**src/rtl/fetch_unit.sv**
```systemverilog
// fetch_unit: RV32I instruction fetch stage.
// Owns the fetch PC. Requests are issued in order over a valid/ready channel.
// Responses come back in the same order. They are buffered in a small FIFO
// and handed to decode with a valid/stall handshake. A redirect flushes the
// FIFO and marks every request still in flight as stale.
//
// Ports:
//   clk, rst_n            clock, async active-low reset
//   imem_req_valid/ready  fetch request handshake
//   imem_req_addr         word-aligned fetch address
//   imem_rsp_valid/data   in-order response (no backpressure)
//   redirect_valid/pc     taken branch / jump target
//   stall                 decode not accepting
//   if_valid/instruction/pc  FIFO head presented to decode
module fetch_unit #(
  parameter logic [31:0] RESET_PC   = 32'h0000_0000,
  parameter int          FIFO_DEPTH = 2
) (
  input  logic        clk,
  input  logic        rst_n,
  output logic        imem_req_valid,
  input  logic        imem_req_ready,
  output logic [31:0] imem_req_addr,
  input  logic        imem_rsp_valid,
  input  logic [31:0] imem_rsp_data,
  input  logic        redirect_valid,
  input  logic [31:0] redirect_pc,
  input  logic        stall,
  output logic        if_valid,
  output logic [31:0] if_instruction,
  output logic [31:0] if_pc
);

  localparam int PW = (FIFO_DEPTH > 1) ? $clog2(FIFO_DEPTH) : 1;
  localparam int CW = $clog2(FIFO_DEPTH + 1);
  localparam logic [31:0] NOP = 32'h0000_0013;

  typedef struct packed {
    logic [31:0] pc;
    logic [31:0] instr;
  } fentry_t;

  fentry_t       fifo_q [FIFO_DEPTH];
  logic [PW-1:0] wr_ptr, rd_ptr;
  logic [CW-1:0] count, outstanding, drop;
  logic [31:0]   fetch_pc, rsp_pc;

  logic          cap_ok, req_fire, discard, push, pop;
  logic [CW:0]   inflight;
  logic [31:0]   redirect_al;
  fentry_t       head;

  function automatic logic [PW-1:0] ptr_inc(input logic [PW-1:0] p);
    return (p == PW'(FIFO_DEPTH - 1)) ? '0 : p + 1'b1;
  endfunction

  // Buffered plus in-flight fetches never exceed FIFO_DEPTH, so every
  // response always has a FIFO slot waiting for it.
  assign inflight       = {1'b0, outstanding} + {1'b0, count};
  assign cap_ok         = inflight < (CW+1)'(FIFO_DEPTH);
  assign imem_req_valid = cap_ok && !redirect_valid && rst_n;
  assign imem_req_addr  = fetch_pc;
  assign req_fire       = imem_req_valid && imem_req_ready;

  // Stale responses are those still owed from before a redirect, plus any
  // response that lands in the same cycle as a redirect.
  assign discard     = (drop != '0) || redirect_valid;
  assign push        = imem_rsp_valid && !discard;
  assign if_valid    = (count != '0);
  assign pop         = if_valid && !stall && !redirect_valid;
  assign redirect_al = {redirect_pc[31:2], 2'b00};

  assign head           = fifo_q[rd_ptr];
  assign if_instruction = if_valid ? head.instr : NOP;
  assign if_pc          = if_valid ? head.pc    : 32'h0;

  always_ff @(posedge clk or negedge rst_n) begin
    if (!rst_n) begin
      fetch_pc    <= RESET_PC;
      rsp_pc      <= RESET_PC;
      outstanding <= '0;
      drop        <= '0;
      count       <= '0;
      wr_ptr      <= '0;
      rd_ptr      <= '0;
    end else begin
      // No request is issued during a redirect, so req_fire is 0 then.
      outstanding <= outstanding + CW'(req_fire) - CW'(imem_rsp_valid);
      if (redirect_valid) begin
        fetch_pc <= redirect_al;
        rsp_pc   <= redirect_al;
        drop     <= outstanding - CW'(imem_rsp_valid);
        count    <= '0;
        wr_ptr   <= '0;
        rd_ptr   <= '0;
      end else begin
        if (req_fire)                       fetch_pc <= fetch_pc + 32'd4;
        if (imem_rsp_valid && drop != '0)   drop     <= drop - 1'b1;
        if (push) begin
          rsp_pc <= rsp_pc + 32'd4;
          wr_ptr <= ptr_inc(wr_ptr);
        end
        if (pop) rd_ptr <= ptr_inc(rd_ptr);
        count <= count + CW'(push) - CW'(pop);
      end
    end
  end

  // Payload storage needs no reset; occupancy is tracked by count.
  always_ff @(posedge clk) begin
    if (push) fifo_q[wr_ptr] <= '{pc: rsp_pc, instr: imem_rsp_data};
  end

  a_no_overflow: assert property (@(posedge clk) disable iff (!rst_n)
    !(push && !pop && count == CW'(FIFO_DEPTH)));
  a_rsp_owed: assert property (@(posedge clk) disable iff (!rst_n)
    !(imem_rsp_valid && outstanding == '0));

endmodule

```
**config.mk**
```make
export PLATFORM = sky130hd
export DESIGN_NAME = fetch_unit
export DESIGN_NICKNAME = d
export VERILOG_FILES = /design/src/rtl/fetch_unit.sv
export SDC_FILE = /design/constraint.sdc
export NUM_CORES = 1
export LEC_CHECK = 0
export CAP_MARGIN = 20
export CORE_ASPECT_RATIO = 0.8
export CORE_MARGIN = 2
export CORE_UTILIZATION = 52
export CTS_CLUSTER_SIZE = 10
export DETAILED_ROUTE_END_ITERATION = 10
export PLACE_DENSITY = 0.8
export SLEW_MARGIN = 20
export SYNTH_ARGS = -nofsm -noshare
export SYNTH_HDL_FRONTEND = slang
export SYNTH_SLANG_ARGS = --single-unit
export TNS_END_PERCENT = 1
```
**constraint.sdc**
```tcl
create_clock -name clk -period 4.8 [get_ports clk]
set_input_delay 1.2 -clock clk [delete_from_list [all_inputs] [get_ports clk]]
set_output_delay 1.2 -clock clk [all_outputs]
set_load 0.01 [all_outputs]
```
======== Yosys cells after proc, flatten, opt, wreduce, memory -nomap -nowiden ========
Memory sizes are Yosys's and may differ from the RTL's.
Cells that the tools add are included.
cells by class
  add/subtract/negate cells ............... 11
  multipliers ............................. 0
  div/mod/pow operators ................... 0
  magnitude comparators ................... 1
  equality and inequality tests ........... 0
  shift-type cells ........................ 0
  muxes and demuxes ....................... 17
  bitwise gates (word level) .............. 0
  reduce and logical (&&, ||, !) cells .... 17
operators by type and width
  cell                   number
  $mux 32                6
  $add 32x3->32 const B  2
  $reduce_bool 2->1      6
  $mux 1                 8
  $logic_and 1x1->1      7
  $mux 2                 3
  $sub 2x1->2            3
  $add 2x1->2            2
  $add 2x2->3            1
  $logic_not 1->1        3
  $lt 3x2->1 const B     1
  $add 1x1->1 const B    2
  $sub 2x1->2 const B    1
  $logic_or 1x1->1       1
word-level totals
  bits in registers ....................... 72
  bits in latches ......................... 0
  RAM bits ................................ 128
  ROM bits ................................ 0
  output and inout port bits .............. 98
  logic and storage cells ................. 54
  memories ................................ 1
memories
  memory  depth  width  read ports  clocked after memory_dff  write ports  RTL line  text
  fifo_q  2      64     1           0                         1            43        fentry_t fifo_q [FIFO_DEPTH];

======== Logic depth before layout (Yosys ltp) ========
  word-level depth ........................ 7
  mapped depth ............................ 13
  depth with buffers taken out ............ 10

======== Least setup slack after synthesis ========
Ideal clock, no wire load.
  kind .................................... input-to-reg
  from .................................... input port redirect_valid
  to ...................................... memory fifo_q[0][0] (netlist name), enable pin
  arrival ................................. 4.384 ns
  data required time ...................... 4.318 ns
  setup slack ............................. -0.066 ns
  cell stages on the path ................. 5
  buffers on the path ..................... 2
  cell sequence ........................... buf_6 -> inv_1 -> clkbuf_1 -> nand2_1 -> nor2_1
on the way
  longest elaborated chain between the ends .. 5
ends and longest elaborated chain
  item                          RTL line  text
  start, declared               26        input logic redirect_valid,
  $logic_or 1x1->1              67        assign discard = (drop != '0) || redirect_valid;
  $logic_not 1->1               68        assign push = imem_rsp_valid && !discard;
  $logic_and 1x1->1             68
  $mux 1                        111       if (push) fifo_q[wr_ptr] <= '{pc: rsp_pc, instr: imem_rsp_data};
  $mux 1 (implied by the code)  111
  end, declared                 43
Every way passes these cells.

======== Worst setup path after layout ========
  from .................................... register rd_ptr
  to ...................................... output port if_instruction[25]
on the way
  longest elaborated chain between the ends .. 2
ends and longest elaborated chain
  item                    RTL line  text
  start, declared         44        logic [PW-1:0] wr_ptr, rd_ptr;
  start signal, assigned  103       if (pop) rd_ptr <= ptr_inc(rd_ptr);
  $mem_v2 2x64            --
  $mux 32                 74        assign if_instruction = if_valid ? head.instr : NOP;
  end, declared           30        output logic [31:0] if_instruction,
Every way passes these cells.

==> results by group <==
Status
  • Status: finished clean

Die
  • Row Count: 41
  • Die area: 17500 sq um
  • Io pins: 168
  • Initial Util: 0.538
  • Die H: 119 um
  • Core area: 16000 sq um
  • Die X-Extent: 148 um

Logic synthesis
  • Netlist Area Pre-Place: 8580 sq um
  • Post-synth EDFFs: 124
  • Synthesized netlist cell count: 697
  • Yosys warning total: 0
  • Synth Register Bits: 192
  • Synth async-reset ratio: 0.354
  • Mean Syn Cell Area: 12.3 sq um
  • Sequential share of the synthesized area: 0.633
  • Prevailing post-synth register cell: edfxtp_1
  • Count of cell types in the netlist: 52

Worst hold path
  • Hold_sp: rsp_pc[6]
  • Worst Hold Class: flop to flop

STA
  • Tmin final: 3.73 ns
  • Hold Vio Cnt, Final: 0
  • WHS: 0.536 ns
  • Final setup TNS: 0 ns
  • Worst Clk Skew: 0.00745 ns
  • Slew @ Worst Pin: 1.08 ns
  • Pins Over Slew Limit: 0
  • RSZ-0062 raised after global routing: false
  • Highest Clock Rate: 0.268 GHz
  • # setup viols final: 0
  • Relative slew margins: 0.283
  • Tcrit/Tclk final: 0.777

Setup path
  • WP data arrival: 2.53 ns
  • CP peak stage delay: 1.13 ns
  • Number of buffer and inverter stages on the critical path: 1
  • Crit start category: flop
  • Launch point of the worst reg-to-reg path: count[0]
  • Crit-path cells: mux2i_1 > nor2_1 > clkdlybuf4s50_1
  • Crit path max fanout: 64
  • Worst path slowest cell: dfrtp_4
  • Crit end category: output port
  • Req. time, crit path: 3.60 ns
  • Kind of critical path: flop to output port
  • Delay-heaviest family, CP: flip-flops
  • CP Launch Point: rd_ptr

GRT
  • Vias in the first global route: 5990
  • First-pass GRT wire length: 31.1 mm
  • Grt ovf: 0
  • Largest net degree at the start of global routing: 69
  • Initial antenna violation count: 0
  • GRT Overall Usage: 0.228

CTS
  • CTS root buf: clkbuf_16
  • Clk sinks: 192
  • CTS Buf Count: 17
  • Latest clock arrival within the worst-skew pair: 0.43 ns
  • Clock Path Buffers: 2
  • Post-CTS Setup Bufs: 0
  • Clk slew on worst S/H paths: 0.07 ns
  • TritonCTS clock tree: built
  • CTS hold repair buffers: 0
  • H-tree Lvls: 4
  • Resize count post-CTS: 0

Cells and area
  • # diodes: 0
  • Fin area: 11000 sq um
  • Core Util, Final: 0.688
  • Synthesis-to-finish area growth: 28.0%
  • Share of layout cells above drive strength 1: 0.0652
  • Leading cell types in the layout, fill and taps excluded: clkdlybuf4s50_1, edfxtp_1, nor2_1
  • Most common cell after layout, fill and taps aside: clkdlybuf4s50_1
  • Nets: 925

Pwr
  • VDD IR max: 272 uV
  • Total power per unit cell area: 417 nW/um^2
  • Static Leakage: 3.86 nW

Routing
  • Final wirelength: 19.4 mm
  • DRT iter0 DRCs: 502
  • Drt drc: 0
  • Vias: 6149
  • WL per Instance: 18.1 um
  • Drt first pass iters: 5
  • Vias per cell: 5.73
  • Routed Antenna Nets: 0

Place
  • PortBufs: 161
  • Cell Area, Placed: 10300 sq um
  • RD Place Congestion: 0.896
  • DP HPWL: 13.0 mm

Run
  • Total of max-cap violations: 0
-- per-layer routing --
metal	GRT usage	wire length (um)	vias up
li1	-	-	2824
met1	0.333	8580	2972
met2	0.343	8690	324
met3	0.0590	1920	29
met4	0.0631	224	0
met5	0	0	-
-- cell type report --
class	count	area, sq um
well taps	215	269
repair buffers	166	1650
clock inverters	15	206
inverters	17	66.3
flip-flops and latches	192	5430
clock buffers	17	425
fillers	1130	4970
multi-input cells	452	2930
-- worst register-to-register path: cells and delay by family, from the launching register on --
family,cells,cell delay (ns)
xor gates and xnor gates,2,0.31
adders and majority gates,3,1.06
buffers and inverters,2,0.34
DFF,1,0.43
and+or+nand+nor,3,1.20
-- metrics by stage --
stage          setup slack [ns]  cells  power (W)
2_1_floorplan             0.963    700    0.00262
3_3_place_gp               1.26   1042    0.00309
3_5_place_dp               1.20   1042    0.00313
4_1_cts                    1.03   1074    0.00461
5_1_grt                   0.893   1074    0.00479
6_report                   1.07   1074    0.00458
-- sequential cells by signal, indices dropped and copies added (netlist names) --
signal         count
count              2
wr_ptr             1
rsp_pc            30
imem_req_addr     30
outstanding        2
rd_ptr             1
drop               2
fifo_q           124
-- cell usage after synthesis (4+ instances only) --
| library cell | n | area [sq um] |
|---|---|---|
| edfxtp_1 | 124 | 3720 |
| nor2_1 | 86 | 323 |
| dfrtp_1 | 68 | 1700 |
| mux2i_1 | 64 | 641 |
| nand2_1 | 59 | 221 |
| o21ai_0 | 39 | 195 |
| clkbuf_1 | 29 | 109 |
| nand3_1 | 25 | 125 |
| xor2_1 | 20 | 175 |
| nand4_1 | 19 | 119 |
| xnor2_1 | 19 | 166 |
| inv_1 | 16 | 60.1 |
| and3_1 | 13 | 81.3 |
| a21oi_1 | 10 | 50.1 |
| nor3_1 | 10 | 50.1 |
| o311ai_0 | 9 | 78.8 |
| and2_1 | 8 | 50.1 |
| ha_1 | 8 | 100 |
| o211ai_1 | 8 | 60.1 |
| or4_1 | 5 | 37.5 |
| buf_4 | 4 | 30.0 |
-- worst paths after layout --
path	endpoint	slack, ns	cells past startpoint
max	if_instruction[25]	1.07	3
min reg2reg	fifo_q[0][38]	0.54	0
max reg2reg	outstanding[1]	1.40	10
min in group asynchronous	imem_req_addr[27]	0.99	2
min	fifo_q[0][38]	0.54	0
max in group asynchronous	rd_ptr	3.18	2
-- report_power, final --
part / internal [W] / switching [W] / leakage, nW
registers: 0.00193 / 0.000179 / 1.94
logic: 0.000510 / 0.000476 / 1.61
clock network: 0.000879 / 0.000607 / 0.309
total: 0.00332 / 0.00126 / 3.86
-- kinds of logic after synthesis --
group                    after synthesis  share of synthesized area
AND/OR/NAND/NOR                      247                      0.143
flip-flops                           192                      0.633
AO/OA/AOI/OAI                         86                     0.0626
multiplexers                          67                     0.0786
buffers and inverters                 56                     0.0287
XOR/XNOR                              39                     0.0398
adder cells (fa/ha/maj)                9                     0.0140
other                                  1                   0.000437
(Power assumes the default switching activity.)
